<file path="config.mk">
export PLATFORM = sky130hd
export DESIGN_NAME = fb_write_arbiter_flat
export DESIGN_NICKNAME = d
export VERILOG_FILES = /design/src/rtl/fb_wr_if.sv /design/src/rtl/fb_write_arbiter.sv /design/src/flat_wrapper.sv
export SDC_FILE = /design/constraint.sdc
export NUM_CORES = 1
export LEC_CHECK = 0
export CORE_UTILIZATION = 25
export CTS_BUF_LIST = sky130_fd_sc_hd__clkbuf_8
export DETAILED_ROUTE_END_ITERATION = 16
export SETUP_SLACK_MARGIN = 0.3
export SYNTH_ARGS = -nofsm -noshare
export SYNTH_HDL_FRONTEND = slang
export SYNTH_SLANG_ARGS = --single-unit
</file>
<file path="constraint.sdc">
create_clock -name clk -period 5.5 [get_ports clk]
set_input_delay 0.825 -clock clk [delete_from_list [all_inputs] [get_ports clk]]
set_output_delay 0.825 -clock clk [all_outputs]
set_load 0.01 [all_outputs]
</file>
<file path="src/rtl/fb_wr_if.sv">
// Producer-side pixel handshake and framebuffer write-port bundle for fb_write_arbiter.
// The slave modport is the arbiter; the master modport is the draw-engine/memory side.
interface fb_wr_if #(
  parameter int NREQ = 3
);
  logic [NREQ-1:0]      req;
  logic [NREQ-1:0]      last;
  logic [16*NREQ-1:0]   px_x;
  logic [16*NREQ-1:0]   px_y;
  logic [3*NREQ-1:0]    px_c;
  logic                 fb_lock;
  logic [NREQ-1:0]      gnt;
  logic                 busy;
  logic                 memw;
  logic [15:0]          memaddr;
  logic [2:0]           memi;
  logic [15:0]          clip_cnt;

  modport master (
    output req, last, px_x, px_y, px_c, fb_lock,
    input  gnt, busy, memw, memaddr, memi, clip_cnt
  );

  modport slave (
    input  req, last, px_x, px_y, px_c, fb_lock,
    output gnt, busy, memw, memaddr, memi, clip_cnt
  );
endinterface

</file>
<file path="src/rtl/fb_write_arbiter.sv">
// Round-robin, primitive-granular arbiter for the framebuffer write port with
// off-screen clipping and a single registered write stage.
module fb_write_arbiter #(
  parameter int NREQ      = 3,
  parameter int PX_WIDTH  = 256,
  parameter int PX_HEIGHT = 192
) (
  input  logic    clk,
  input  logic    rst,
  fb_wr_if.slave  bus
);

  localparam int IW = (NREQ > 1) ? $clog2(NREQ) : 1;

  typedef enum logic {IDLE, OWN} state_t;

  state_t          state, state_nxt;
  logic [IW-1:0]   ptr, ptr_nxt;
  logic [IW-1:0]   owner, owner_nxt;
  logic [IW-1:0]   winner;
  logic            found;
  logic [IW-1:0]   sel;
  logic            grant_en;
  logic [NREQ-1:0] gnt_c;
  logic            xfer;
  logic            px_last;
  logic signed [15:0] x_p0;
  logic signed [15:0] y_p0;
  logic [2:0]      c_p0;
  logic            inb_p0;

  logic            vld_p1;
  logic [15:0]     addr_p1;
  logic [2:0]      colour_p1;
  logic [15:0]     clip_cnt_r;

  function automatic logic [IW-1:0] wrap_add(input logic [IW-1:0] base, input int k);
    int s;
    s = int'(base) + k;
    if (s >= NREQ) s = s - NREQ;
    return IW'(s);
  endfunction

  function automatic logic [IW-1:0] next_idx(input logic [IW-1:0] i);
    return (int'(i) == NREQ - 1) ? '0 : i + 1'b1;
  endfunction

  function automatic logic in_bounds(input logic signed [15:0] x, input logic signed [15:0] y);
    return (x >= 0) && (int'(x) < PX_WIDTH) && (y >= 0) && (int'(y) < PX_HEIGHT);
  endfunction

  function automatic logic [15:0] pix_addr(input logic signed [15:0] x, input logic signed [15:0] y);
    int a;
    a = int'(y) * PX_WIDTH + int'(x);
    return 16'(a);
  endfunction

  function automatic logic [15:0] sat_inc(input logic [15:0] v);
    return (v == 16'hFFFF) ? v : v + 16'd1;
  endfunction

  // Stage p0: round-robin winner search, grant, transfer and clip decision
  always_comb begin
    found  = 1'b0;
    winner = '0;
    for (int k = 0; k < NREQ; k++) begin
      if (!found && bus.req[wrap_add(ptr, k)]) begin
        found  = 1'b1;
        winner = wrap_add(ptr, k);
      end
    end
  end

  always_comb begin
    sel         = (state == OWN) ? owner : winner;
    grant_en    = !bus.fb_lock && ((state == OWN) || found);
    gnt_c       = '0;
    gnt_c[sel]  = grant_en;
    xfer        = grant_en && bus.req[sel];
    px_last     = bus.last[sel];
    x_p0        = $signed(bus.px_x[16*int'(sel) +: 16]);
    y_p0        = $signed(bus.px_y[16*int'(sel) +: 16]);
    c_p0        = bus.px_c[3*int'(sel) +: 3];
    inb_p0      = in_bounds(x_p0, y_p0);
  end

  always_comb begin
    state_nxt = state;
    owner_nxt = owner;
    ptr_nxt   = ptr;
    case (state)
      IDLE: begin
        if (xfer) begin
          if (px_last) begin
            ptr_nxt = next_idx(sel);
          end else begin
            state_nxt = OWN;
            owner_nxt = sel;
          end
        end
      end
      OWN: begin
        if (xfer && px_last) begin
          state_nxt = IDLE;
          ptr_nxt   = next_idx(owner);
        end
      end
      default: state_nxt = IDLE;
    endcase
  end

  always_ff @(posedge clk) begin
    if (rst) begin
      state <= IDLE;
      ptr   <= '0;
      owner <= '0;
    end else begin
      state <= state_nxt;
      ptr   <= ptr_nxt;
      owner <= owner_nxt;
    end
  end

  // Stage p1: registered write port; address/data only move on a real write
  always_ff @(posedge clk) begin
    if (rst) begin
      vld_p1     <= 1'b0;
      addr_p1    <= '0;
      colour_p1  <= '0;
      clip_cnt_r <= '0;
    end else begin
      vld_p1 <= xfer && inb_p0;
      if (xfer && inb_p0) begin
        addr_p1   <= pix_addr(x_p0, y_p0);
        colour_p1 <= c_p0;
      end
      if (xfer && !inb_p0) begin
        clip_cnt_r <= sat_inc(clip_cnt_r);
      end
    end
  end

  assign bus.gnt      = gnt_c;
  assign bus.busy     = (state == OWN);
  assign bus.memw     = vld_p1;
  assign bus.memaddr  = addr_p1;
  assign bus.memi     = colour_p1;
  assign bus.clip_cnt = clip_cnt_r;

endmodule

</file>
<file path="src/flat_wrapper.sv">
// flat-port wrapper written by rule: the top's interface ports become plain ports
module fb_write_arbiter_flat 
#(
  parameter int NREQ      = 3,
  parameter int PX_WIDTH  = 256,
  parameter int PX_HEIGHT = 192
)
  (clk, rst, bus_req, bus_last, bus_px_x, bus_px_y, bus_px_c, bus_fb_lock, bus_gnt, bus_busy, bus_memw, bus_memaddr, bus_memi, bus_clip_cnt);
  fb_wr_if #(.NREQ(NREQ)) bus_i ();
  input  logic clk;
  input  logic rst;
  input wire logic [$bits(bus_i.req)-1:0] bus_req;
  input wire logic [$bits(bus_i.last)-1:0] bus_last;
  input wire logic [$bits(bus_i.px_x)-1:0] bus_px_x;
  input wire logic [$bits(bus_i.px_y)-1:0] bus_px_y;
  input wire logic [$bits(bus_i.px_c)-1:0] bus_px_c;
  input wire logic [$bits(bus_i.fb_lock)-1:0] bus_fb_lock;
  output wire logic [$bits(bus_i.gnt)-1:0] bus_gnt;
  output wire logic [$bits(bus_i.busy)-1:0] bus_busy;
  output wire logic [$bits(bus_i.memw)-1:0] bus_memw;
  output wire logic [$bits(bus_i.memaddr)-1:0] bus_memaddr;
  output wire logic [$bits(bus_i.memi)-1:0] bus_memi;
  output wire logic [$bits(bus_i.clip_cnt)-1:0] bus_clip_cnt;
  assign bus_i.req = bus_req;
  assign bus_i.last = bus_last;
  assign bus_i.px_x = bus_px_x;
  assign bus_i.px_y = bus_px_y;
  assign bus_i.px_c = bus_px_c;
  assign bus_i.fb_lock = bus_fb_lock;
  assign bus_gnt = bus_i.gnt;
  assign bus_busy = bus_i.busy;
  assign bus_memw = bus_i.memw;
  assign bus_memaddr = bus_i.memaddr;
  assign bus_memi = bus_i.memi;
  assign bus_clip_cnt = bus_i.clip_cnt;
  fb_write_arbiter #(.NREQ(NREQ), .PX_WIDTH(PX_WIDTH), .PX_HEIGHT(PX_HEIGHT)) u_core (.clk(clk), .rst(rst), .bus(bus_i));
endmodule
</file>
==> results of run 1 <==
-- final timing paths --
check | start | to | slack (ps) | cells past startpoint
hold / removal | u_core.ptr[1]$_SDFFE_PP0P_ | u_core.ptr[1]$_SDFFE_PP0P_ | 510 | 2
setup reg to reg | u_core.ptr[1]$_SDFFE_PP0P_ | u_core.bus.memaddr[15]$_SDFFE_PP0P_ | 870 | 18
setup / recovery | u_core.ptr[1]$_SDFFE_PP0P_ | u_core.bus.memaddr[15]$_SDFFE_PP0P_ | 870 | 18
hold reg to reg | u_core.ptr[1]$_SDFFE_PP0P_ | u_core.ptr[1]$_SDFFE_PP0P_ | 510 | 2
-- Yosys cell counts (all sizes together) (3+ instances only) --
| master | n | area, sq um |
|---|---|---|
| nand2 | 53 | 201 |
| nor2 | 46 | 173 |
| a21oi | 43 | 223 |
| dfxtp | 41 | 821 |
| mux2i | 34 | 340 |
| o21ai | 25 | 129 |
| mux2 | 18 | 206 |
| clkbuf | 16 | 60.1 |
| a211oi | 15 | 178 |
| nor2b | 13 | 81.3 |
| ha | 12 | 150 |
| inv | 12 | 45.0 |
| nor3 | 12 | 71.3 |
| buf | 11 | 77.6 |
| nand4 | 11 | 68.8 |
| nand2b | 10 | 62.6 |
| a31o | 8 | 70.1 |
| xnor2 | 7 | 61.3 |
| and3 | 6 | 37.5 |
| a211o | 4 | 35.0 |
| a21o | 4 | 30.0 |
| nand3 | 4 | 20.0 |
| or3 | 4 | 25.0 |
| a221oi | 3 | 26.3 |
| nor4 | 3 | 18.8 |
| or2 | 3 | 18.8 |
-- area by class of cell --
| cell class | count | share of cell area (%) |
|---|---|---|
| clock buffer | 6 | 1.55 |
| clock inverter | 2 | 0.634 |
| inverter | 12 | 0.845 |
| multi-input combinational | 373 | 47.6 |
| sequential | 41 | 15.4 |
| tap | 180 | 4.22 |
| timing repair buffer | 159 | 29.7 |
-- kinds of logic after synthesis --
| kind of cell | Yosys count | synth area share, % |
|---|---|---|
| AND/OR/NAND/NOR | 179 | 25.1 |
| AO/OA/AOI/OAI | 120 | 24.1 |
| multiplexers | 52 | 15.4 |
| flip-flops | 41 | 23.2 |
| buffers and inverters | 39 | 5.15 |
| adder cells (fa/ha/maj) | 13 | 4.80 |
| XOR/XNOR | 9 | 2.22 |
-- worst min-delay path, delay by kind of cell (launching register included) --
family,cells,cell delay (ps)
compound gates,1,50
simple gates,1,70
flops,1,350
-- per-stage QoR --
stage / power [mW] / instances / setup WS (ps)
finish: 1.97 / 773 / 869
detailed placement: 1.72 / 765 / 573
global route: 2.15 / 773 / 401
global placement: 1.70 / 765 / 675
floorplan: 1.36 / 453 / 1110
CTS: 1.98 / 773 / 851
-- where the power goes --
group,internal (mW),leakage (nW),switching [mW]
clock network,0.146,0.0626,0.110
registers,0.313,0.331,0.0352
logic,0.611,1.57,0.755
total,1.07,1.96,0.900
-- registers in the layout, indices dropped and copies added, names as in the netlist, named ones only --
name,cells
u_core.bus.memi,3
u_core.bus.clip_cnt,16
u_core.bus.memaddr,16
u_core.bus.memw,1
u_core.owner,2
u_core.ptr,2
-- layer usage --
metal  wire, um  vias up  share of wire (%)  track usage (%)
met3        936       23                7.8             4.37
met1       4800     1808                 40             19.3
met4        320        0                2.7             5.86
li1           -     1918                  -                -
met2       5910      120                 49             28.8
met5          0        -                  0                0
==> reports/metrics.sh, run 1 <==
CTS.HOLD.BUFFERS_ADDED=0
FIN_CRIT_SH_PCT=84.2
P_LEAK_nW=1.96
IO_BUFFERS=153
DIE_AREA_SQ_MM=0.0147
FINALCLOCKSKEW_PS=9.38
CTS.SINK_COUNT=41
NUMBER_OF_WARNINGS_REPORTED_IN_THE_YOSYS_SYNTHESIS_LOG=0
SYNTH_CELL_TYPE_COUNT=66
SYNTHTOLAYOUTAREAGROWTH_PCT=50.5
LAYOUT.CELLS.MOST_COMMON_LIST='152 x sky130_fd_sc_hd__clkdlybuf4s50_1, 52 x sky130_fd_sc_hd__nand2_1, 46 x sky130_fd_sc_hd__nor2_1, 41 x sky130_fd_sc_hd__a21oi_1, 41 x sky130_fd_sc_hd__dfxtp_1'
MULTI_INPUT_COMB_AREA_SQ_MM=0.00254
GRT_FIRST_PASS_WIRELENGTH_MM=19.3
CELL_FAMILY_CONTRIBUTING_THE_MOST_DELAY_ON_THE_CRITICAL_PATH='compound AO/OA/AOI/OAI gates'
WORST-SETUP-PATH-TYPE='register to register'
MOSTFREQUENTLAYOUTCELL='sky130_fd_sc_hd__clkdlybuf4s50_1'
INITIAL_UTILIZATION_PCT=25.6
ROUTED_WIRELENGTH_MM=12.0
FLOORPLAN.DIE.HEIGHT_UM=121
POST_LAYOUT_NETS=719
FP.COREAREA_SQ_MM=0.0138
FINALMAXSLEWVIOLATIONS=0
ANTENNADIODECOUNT=0
FINALWEIGHTEDCONGESTION=0.863
CTS-BUFFERS-INSERTED=5
RUN_STATUS='finished clean'
DETAIL_ROUTE.ITER0.VIOLATIONS=183
SETUP.WORST_PATH.START_CLASS='register'
FIN_UTIL_PCT=38.6
CTS_RESIZED=0
CP_MAX_FO=14
PLACEMENT_ROWS=43
HOLD_PATH.CLASS='register to register'
CRIT_SLOWEST_CELL='sky130_fd_sc_hd__ha_1'
OVERFLOW=0
RSZ0062_AT_GRT='no'
WORSTPATHBUFFERINVERTERCOUNT=1
TIMING.CRITICAL_PATH.SLOWEST_CELL_DELAY_PS=540
HTREE_LEVELS=2
AREA.SEQUENTIAL_SQ_UM=821
CTS-ROOT-TO-SINK-BUFFERS=2
SYNTHCELLS=453
FINAL.SETUP.TNS_PS=0
PATH_CLK_SLEW_PS=80
DRIVE_ABOVE_1_SHARE_PCT=9.61
POSTSYNTHREGISTERBITS=41
FINAL_HOLD_VIOL_COUNT=0
POST_CTS.REPAIR.SETUP_BUFFERS=0
FINALSETUPVIOLCOUNT=0
AREA_OF_THE_MAPPED_NETLIST_SQ_MM=0.00354
TIMING.HOLD.WS_PS=506
SYNTHESIS.AREA_PER_INSTANCE_SQ_UM=7.82
PIN_COUNT_OF_THE_BIGGEST_NET_ENTERING_GLOBAL_ROUTING=53
FILLERS=1395
SYNTH_NETS=580
HPWL_MM=9.40
TRACK_USAGE_PCT=16.5
TIMING.CRITICAL_PATH.ARRIVAL_PS=4770
PLACEDINSTANCEAREA_SQ_MM=0.00522
DIE_W_UM=121
FIN_CRIT_PS=4630
NUMBER_OF_GLOBAL_ROUTE_VIAS_BEFORE_REPAIR=3959
INITIAL_ANTENNA_VIOLATION_COUNT=0
SYNTH_SEQ_AREA_SHARE_PCT=23.2
DETAILED_ROUTING_ITERATION_COUNT_FOR_THE_PRE_ANTENNA_REPAIR_PASS=4
CRITICAL_PATH_REQUIRED_PS=5640
MAX_CLOCK_FREQ_MHz=216
DRV.MAX_CAP_VIOLATION_COUNT=0
TRITONCTS='yes'
ROUTED_VIA_DENSITY=5.01
DETAILED_ROUTE_DRC_ERROR_COUNT=0
FINISH.INSTANCE_AREA_SQ_MM=0.00533
POWER.DENSITY_mW_PER_MM2=370
CP_CELL_SEQUENCE='inv_1, ha_1, mux2_2, mux2i_1, a211o_1, and2_1, and2_0, nand2_1, o21ai_0, ha_1, a21o_1, a21o_1, a21o_1, a21oi_1, o21ai_0, xnor2_1, xnor2_1, a211oi_2'
WORST_SETUP_PATH_END_KIND='register'
DETAIL_ROUTE_ANTENNA_NETS=0
MAX-SLEW-MARGIN-REL_PCT=27.8
DRT-WIRELENGTH-PER-CELL_UM=15.5
CTS_ROOT_BUF='sky130_fd_sc_hd__clkbuf_8'
WORST_SLEW_PIN_SLEW_PS=1080
DR_TOTAL_VIAS=3869
COUNT_OF_FLIP_FLOPS_WITH_A_BUILT_IN_ENABLE_AFTER_SYNTHESIS=0
PATH_COMMON_CELL='sky130_fd_sc_hd__a21o_1'
CLK_LATENCY_PS=300
ASYNC_FLOP_SHARE_PCT=0
IOPINCOUNT=154
POWER.IR.VDD_WORST_mV=0.155
YOSYS_MOST_USED_DFF='sky130_fd_sc_hd__dfxtp_1'
Note: power is estimated with default switching activity, not from simulation.
==> run 2, diff against run 1 <==
Clock period 5.5 ns to 4.7 ns, I/O delays scaled along.
==> reports/metrics.sh, run 2 (synthesized netlist as in run 1, its figures left out) <==
CLK_LATENCY_PS=300  # about the same
DR_WL_MET3_UM=729  # -22%
HTREE_LEVELS=2  # unchanged
MAX_CLOCK_FREQ_MHz=238
DRIVE_ABOVE_1_SHARE_PCT=12.8  # +3.2 points
GRT_FIRST_PASS_WIRELENGTH_MM=19.1  # -0.93%
UPPERMOST_LAYER_ROUTED='met4'
MULTI_INPUT_COMB_AREA_SQ_MM=0.00256  # +0.89%
SETUP.WORST_PATH.START_CLASS='input pin'
POWER.DENSITY_mW_PER_MM2=447  # +21%
FP.COREAREA_SQ_MM=0.0138  # unchanged
WORST_SETUP_PATH_END_KIND='register'
FINALMAXSLEWVIOLATIONS=0  # unchanged
INITIAL_UTILIZATION_PCT=25.6  # unchanged
POST_ROUTE_NON_FILLER_STANDARD_CELL_COUNT=790  # +2.2%
CRITICAL_PATH_REQUIRED_PS=4920  # -720 ps
PLACED_CELLS=781  # +2.1%
LAYOUT.CELLS.MOST_COMMON_LIST='152 x sky130_fd_sc_hd__clkdlybuf4s50_1, 52 x sky130_fd_sc_hd__nand2_1, 45 x sky130_fd_sc_hd__nor2_1, 41 x sky130_fd_sc_hd__a21oi_1, 41 x sky130_fd_sc_hd__dfxtp_1'
MET2_LENGTH_MM=6.02  # +1.8%
CTS.SINK_COUNT=41  # unchanged
FINALWEIGHTEDCONGESTION=0.844  # -2.2%
ROUTED_WIRELENGTH_MM=12.4  # +3.2%
TIMING.HOLD.WS_PS=519  # +13.3 ps
DETAIL_ROUTE_ANTENNA_NETS=0  # unchanged
FINALCLOCKSKEW_PS=7.36  # -2.02 ps
DETAILED_ROUTE_DRC_ERROR_COUNT=0  # unchanged
CTS-BUFFERS-INSERTED=5  # unchanged
CTS_ROOT_BUF='sky130_fd_sc_hd__clkbuf_8'
MOSTFREQUENTLAYOUTCELL='sky130_fd_sc_hd__clkdlybuf4s50_1'
R2R.WORST_PATH.CELLS=18  # unchanged
WHS_ENDPOINT='u_core.ptr[1]$_SDFFE_PP0P_'
P_LEAK_nW=2.06  # +4.9%
DRT-WIRELENGTH-PER-CELL_UM=15.6  # +0.99%
TRACK_USAGE_PCT=16.6  # +0.12 points
WORST_SLEW_PIN_SLEW_PS=1070  # -16.8 ps
FINALSETUPVIOLCOUNT=0  # unchanged
WL_ON_MET1_MM=5.32  # +11%
HPWL_MM=9.92  # +5.6%
POWER.IR.VDD_WORST_mV=0.180  # +16%
FIN_CRIT_PS=4210
MAX-SLEW-MARGIN-REL_PCT=28.9  # +1.1 points
DRV.MAX_CAP_VIOLATION_COUNT=0  # unchanged
REGTOREGSETUPSLACK_PS=550  # -320 ps
HOLD_DEPTH=2  # unchanged
DR_TOTAL_VIAS=3884  # +0.39%
SYNTHTOLAYOUTAREAGROWTH_PCT=55.0
HOLD_PATH.CLASS='register to register'
ANTENNADIODECOUNT=0  # unchanged
DETAIL_ROUTE.ITER0.VIOLATIONS=159  # -13%
CTS-ROOT-TO-SINK-BUFFERS=2  # unchanged
IO_BUFFERS=153  # unchanged
INITIAL_ANTENNA_VIOLATION_COUNT=0  # unchanged
NUMBER_OF_GLOBAL_ROUTE_VIAS_BEFORE_REPAIR=3919  # -1.0%
IOPINCOUNT=154  # unchanged
ROUTED_VIA_DENSITY=4.92  # -1.8%
FLOORPLAN.DIE.HEIGHT_UM=121  # unchanged
WORST-SETUP-PATH-TYPE='input pin to register'
RSZ0062_AT_GRT='no'
WORST_HOLD_STARTPOINT='u_core.ptr[1]$_SDFFE_PP0P_'
FIN_UTIL_PCT=39.7  # +1.2 points
R2R_START='u_core.ptr[0]$_SDFFE_PP0P_'
PLACEMENT_ROWS=43  # unchanged
FIN_CRIT_SH_PCT=89.6
FILLERS=1399  # +0.29%
TIMING.CRITICAL_PATH.ARRIVAL_PS=4430  # -340 ps
OVERFLOW=0  # unchanged
CP_MAX_FO=7  # -7
AREA.SEQUENTIAL_SQ_UM=821  # unchanged
FINAL_HOLD_VIOL_COUNT=0  # unchanged
DIE_AREA_SQ_MM=0.0147  # unchanged
PATH_CLK_SLEW_PS=80  # about the same
PNR_TOTAL_POWER_mW=2.45  # +25%
DETAILED_ROUTING_ITERATION_COUNT_FOR_THE_PRE_ANTENNA_REPAIR_PASS=4  # unchanged
FINAL.SETUP.TNS_PS=0  # unchanged
POST_LAYOUT_NETS=736  # +2.4%
TRITONCTS='yes'
PIN_COUNT_OF_THE_BIGGEST_NET_ENTERING_GLOBAL_ROUTING=53  # unchanged
RUN_STATUS='finished clean'
DIE_W_UM=121  # unchanged
R2R-END='u_core.bus.memaddr[15]$_SDFFE_PP0P_'
==> run 2: layout make-up <==
cell class / instances / share of cell area [%]
clock buffer: 6 / 1.50
tap: 180 / 4.10
sequential: 41 / 14.9
clock inverter: 2 / 0.615
multi-input combinational: 373 / 46.6
timing repair buffer: 176 / 31.4
inverter: 12 / 0.820
==> run 2: repair_timing <==
| item | in CTS | in global routing |
|---|---|---|
| buffers inserted | 0 | 1 |
| endpoints found under the setup margin | 0 | 8 |
| resized for setup | 0 | 7 |
| hold buffers | 0 | 0 |
==> run 2: layer usage <==
layer / up-vias / global-route usage [%]
met4: 0 / 5.02
met5: - / 0
met2: 105 / 29.8
li1: 1959 / -
met1: 1801 / 19.4
met3: 19 / 3.85
==> run 2: per-stage QoR <==
stage	area (sq um)	setup WS (ps)
2_1_floorplan	3540	431
3_3_place_gp	5350	224
3_5_place_dp	5350	66.9
4_1_cts	5460	372
5_1_grt	5490	303
6_report	5490	491
==> run 2: worst max-delay path by stage <==
| stage | start | end | slack, ps | depth (start not counted) |
|---|---|---|---|---|
| after global routing | bus_req[0] | u_core.bus.memaddr[15]$_SDFFE_PP0P_ | 300 | 17 |
| after global placement | bus_req[0] | u_core.bus.memaddr[15]$_SDFFE_PP0P_ | 220 | 17 |
| after floorplan | bus_req[0] | u_core.bus.memaddr[15]$_SDFFE_PP0P_ | 430 | 17 |
| after detailed placement | bus_req[2] | u_core.bus.memaddr[15]$_SDFFE_PP0P_ | 70 | 18 |
| final | bus_req[0] | u_core.bus.memaddr[15]$_SDFFE_PP0P_ | 490 | 17 |
| after CTS | bus_req[2] | u_core.bus.memaddr[15]$_SDFFE_PP0P_ | 370 | 18 |
==> run 2: power by group <==
group,leakage (nW),switching [mW],internal [mW]
Sequential,0.331,0.0428,0.366
Combinational,1.66,0.937,0.809
Clock,0.0626,0.128,0.171
==> run 2: critical path, cell delays in order <==
cell and delay [ps]:
sky130_fd_sc_hd__clkdlybuf4s50_1 420, sky130_fd_sc_hd__mux2_4 290, sky130_fd_sc_hd__o311a_1 380, sky130_fd_sc_hd__a211o_1 350, sky130_fd_sc_hd__buf_4 170, sky130_fd_sc_hd__nand2_2 100
sky130_fd_sc_hd__buf_4 180, sky130_fd_sc_hd__mux2i_2 240, sky130_fd_sc_hd__o21ai_0 110, sky130_fd_sc_hd__ha_1 320, sky130_fd_sc_hd__a21o_1 190, sky130_fd_sc_hd__a21o_1 170
sky130_fd_sc_hd__a21oi_1 170, sky130_fd_sc_hd__o21ai_0 130, sky130_fd_sc_hd__xnor2_1 150, sky130_fd_sc_hd__xnor2_1 140, sky130_fd_sc_hd__a211oi_2 210
==> run 3, diff against run 2 <==
Settings changed: CELL_PAD_IN_SITES_DETAIL_PLACEMENT set to 0, CELL_PAD_IN_SITES_GLOBAL_PLACEMENT set to 2, CORE_UTILIZATION 25 to 24, PLACE_DENSITY_LB_ADDON set to 0.1, TNS_END_PERCENT set to 50.
==> reports/metrics.sh, run 3 (synthesized netlist as in run 1, its figures left out) <==
RUN_STATUS='finished clean'
CTS.HOLD.BUFFERS_ADDED=0  # unchanged
DIE_AREA_SQ_MM=0.0153  # +4.1%
MOSTFREQUENTLAYOUTCELL='sky130_fd_sc_hd__clkdlybuf4s50_1'
WORSTPATHBUFFERINVERTERCOUNT=4  # +1
FIN_UTIL_PCT=37.7  # -2.0 points
HTREE_LEVELS=2  # unchanged
CLK_LATENCY_PS=310  # about the same
TIMING.CRITICAL_PATH.SLOWEST_CELL_DELAY_PS=450  # +30 ps
DETAILED_ROUTING_ITERATION_COUNT_FOR_THE_PRE_ANTENNA_REPAIR_PASS=4  # unchanged
DRV.MAX_CAP_VIOLATION_COUNT=0  # unchanged
TRITONCTS='yes'
CTS_ROOT_BUF='sky130_fd_sc_hd__clkbuf_8'
FIN_CRIT_PS=4210  # +2.53 ps
IOPINCOUNT=154  # unchanged
TIMING.HOLD.WS_PS=503  # -15.6 ps
FINALCLOCKSKEW_PS=11.0  # +3.66 ps
REGTOREGSETUPSLACK_PS=610  # +60 ps
MAX_CLOCK_FREQ_MHz=237  # about the same
FINALSETUPVIOLCOUNT=0  # unchanged
DP_WORST_SETUP_SLACK_PS=-3.56  # -70.5 ps
P_LEAK_nW=2.04  # -1.0%
LAYOUT.CELLS.MOST_COMMON_LIST='151 x sky130_fd_sc_hd__clkdlybuf4s50_1, 52 x sky130_fd_sc_hd__nand2_1, 45 x sky130_fd_sc_hd__nor2_1, 41 x sky130_fd_sc_hd__dfxtp_1, 40 x sky130_fd_sc_hd__a21oi_1'
OVERFLOW=0  # unchanged
POST_LAYOUT_NETS=736  # unchanged
INITIAL_UTILIZATION_PCT=24.5  # -1.2 points
CRITICAL_PATH_REQUIRED_PS=4850  # -70 ps
ROUTED_WIRELENGTH_MM=13.5  # +9.6%
WORST_SETUP_PATH_END_KIND='register'
CP_MAX_FO=7  # unchanged
R2R.WORST_PATH.CELLS=18  # unchanged
RSZ0062_AT_GRT='yes'
GRT_FIRST_PASS_WIRELENGTH_MM=20.6  # +7.5%
WORST-SETUP-PATH-TYPE='input pin to register'
NUMBER_OF_GLOBAL_ROUTE_VIAS_BEFORE_REPAIR=3833  # -2.2%
PATH_COMMON_CELL='sky130_fd_sc_hd__buf_4'
CTS.SINK_COUNT=41  # unchanged
HOLD_DEPTH=2  # unchanged
POST_ROUTE_NON_FILLER_STANDARD_CELL_COUNT=794  # +0.51%
FINALMAXSLEWVIOLATIONS=0  # unchanged
POST_CTS.REPAIR.SETUP_BUFFERS=0  # unchanged
DETAIL_ROUTE.ITER0.VIOLATIONS=146  # -8.2%
FINISH.INSTANCE_AREA_SQ_MM=0.00546  # -0.55%
ROUTED_VIA_DENSITY=4.88  # -0.73%
CTS-BUFFERS-INSERTED=5  # unchanged
POWER.DENSITY_mW_PER_MM2=447  # +0.19%
SYNTHTOLAYOUTAREAGROWTH_PCT=54.2
PLACED_CELLS=786  # +0.64%
FP.COREAREA_SQ_MM=0.0145  # +4.7%
DETAIL_ROUTE_ANTENNA_NETS=0  # unchanged
SETUP.WORST_PATH.START_CLASS='input pin'
HPWL_MM=10.8  # +9.3%
ANTENNADIODECOUNT=0  # unchanged
FINAL_HOLD_VIOL_COUNT=0  # unchanged
CRIT_SLOWEST_CELL='sky130_fd_sc_hd__clkdlybuf4s50_1'
TRACK_USAGE_PCT=17.9  # +1.3 points
DRIVE_ABOVE_1_SHARE_PCT=13.1  # +0.33 points
PNR_TOTAL_POWER_mW=2.45  # -0.36%
POWER.IR.VDD_WORST_mV=0.236  # +31%
DIE_W_UM=124  # +2.0%
WORST_SLEW_PIN_SLEW_PS=1100  # +37.7 ps
MAX-SLEW-MARGIN-REL_PCT=26.4  # -2.5 points
DETAILED_ROUTE_DRC_ERROR_COUNT=0  # unchanged
HOLD_PATH.CLASS='register to register'
DRT-WIRELENGTH-PER-CELL_UM=17.1  # +9.0%
PLACEDINSTANCEAREA_SQ_MM=0.00535  # unchanged
IO_BUFFERS=153  # unchanged
PATH_CLK_SLEW_PS=90  # about the same
R2R-END='u_core.bus.memaddr[15]$_SDFFE_PP0P_'
FINALWEIGHTEDCONGESTION=0.834  # -1.1%
FILLERS=1560  # +12%
PLACEMENT_ROWS=44  # +2.3%
R2R_START='u_core.ptr[1]$_SDFFE_PP0P_'
TIMING.FINAL.WS_SETUP_PS=488  # -2.54 ps
INITIAL_ANTENNA_VIOLATION_COUNT=0  # unchanged
WORST_HOLD_STARTPOINT='u_core.bus.memaddr[10]$_SDFFE_PP0P_'
CTS-ROOT-TO-SINK-BUFFERS=2  # unchanged
FLOORPLAN.DIE.HEIGHT_UM=124  # +2.0%
TIMING.CRITICAL_PATH.ARRIVAL_PS=4360  # -70 ps
WHS_ENDPOINT='u_core.bus.memaddr[10]$_SDFFE_PP0P_'
FIN_CRIT_SH_PCT=89.6  # about the same
DR_TOTAL_VIAS=3875  # -0.23%
CELL_FAMILY_CONTRIBUTING_THE_MOST_DELAY_ON_THE_CRITICAL_PATH='compound AO/OA/AOI/OAI gates'
FINAL.SETUP.TNS_PS=0  # unchanged
CP_CELL_SEQUENCE='clkdlybuf4s50_1, mux2_4, o311a_1, a211o_1, buf_4, nand2_2, buf_4, buf_4, mux2i_1, o21ai_0, ha_1, a21o_1, a21oi_2, o21ai_0, xnor2_1, xnor2_1, a211oi_2'
PIN_COUNT_OF_THE_BIGGEST_NET_ENTERING_GLOBAL_ROUTING=53  # unchanged
==> run 3: area by class of cell <==
type,instances,area (sq um),share of cell area [%]
clock inverters,3,18.8,0.343
repair buffers,176,1710,31.4
well taps,184,230,4.21
inverters,12,45.0,0.824
clock buffers,5,68.8,1.26
multi-input cells,373,2570,47.0
flip-flops and latches,41,821,15.0
==> run 3: layer usage <==
layer	part of all wire (%)	vias to the layer above	GRT usage [%]
met5	0	-	0
met4	0.61	0	3.84
met3	6.8	4	3.46
met2	47	121	29.7
met1	46	1792	23.8
li1	-	1958	-
==> run 3: power by group <==
| group | leakage, nW | switching, mW | internal [mW] |
|---|---|---|---|
| Clock | 0.0416 | 0.138 | 0.103 |
| Sequential | 0.331 | 0.0317 | 0.366 |
| Combinational | 1.66 | 0.996 | 0.811 |
==> run 3: worst reg2reg max path, cell delays in order (launching register included) <==
cell and delay (ps):
sky130_fd_sc_hd__dfxtp_1 410, sky130_fd_sc_hd__inv_1 90, sky130_fd_sc_hd__ha_2 210, sky130_fd_sc_hd__mux2_4 320
sky130_fd_sc_hd__o311a_1 360, sky130_fd_sc_hd__a211o_1 320, sky130_fd_sc_hd__buf_4 160, sky130_fd_sc_hd__nand2_2 90
sky130_fd_sc_hd__buf_4 180, sky130_fd_sc_hd__buf_4 160, sky130_fd_sc_hd__mux2i_1 210, sky130_fd_sc_hd__o21ai_0 130
sky130_fd_sc_hd__ha_1 360, sky130_fd_sc_hd__a21o_1 180, sky130_fd_sc_hd__a21oi_2 170, sky130_fd_sc_hd__o21ai_0 130
sky130_fd_sc_hd__xnor2_1 200, sky130_fd_sc_hd__xnor2_1 160, sky130_fd_sc_hd__a211oi_2 90
==> run 3: timing repair <==
item	CTS	global route
resized for setup	0	10
hold endpoints to repair	0	0
setup endpoints to repair	0	10
==> run 3: how the worst max path moves through the flow <==
stage                           from                                   to  slack, ps  cells after the start
final                     bus_req[0]  u_core.bus.memaddr[15]$_SDFFE_PP0P_        490                     17
after global routing      bus_req[2]  u_core.bus.memaddr[15]$_SDFFE_PP0P_        250                     17
after CTS                 bus_req[2]  u_core.bus.memaddr[15]$_SDFFE_PP0P_        320                     17
after detailed placement  bus_req[2]  u_core.bus.memaddr[15]$_SDFFE_PP0P_         -4                     17
after global placement    bus_req[1]  u_core.bus.memaddr[15]$_SDFFE_PP0P_         30                     17
after floorplan           bus_req[0]  u_core.bus.memaddr[15]$_SDFFE_PP0P_        430                     17
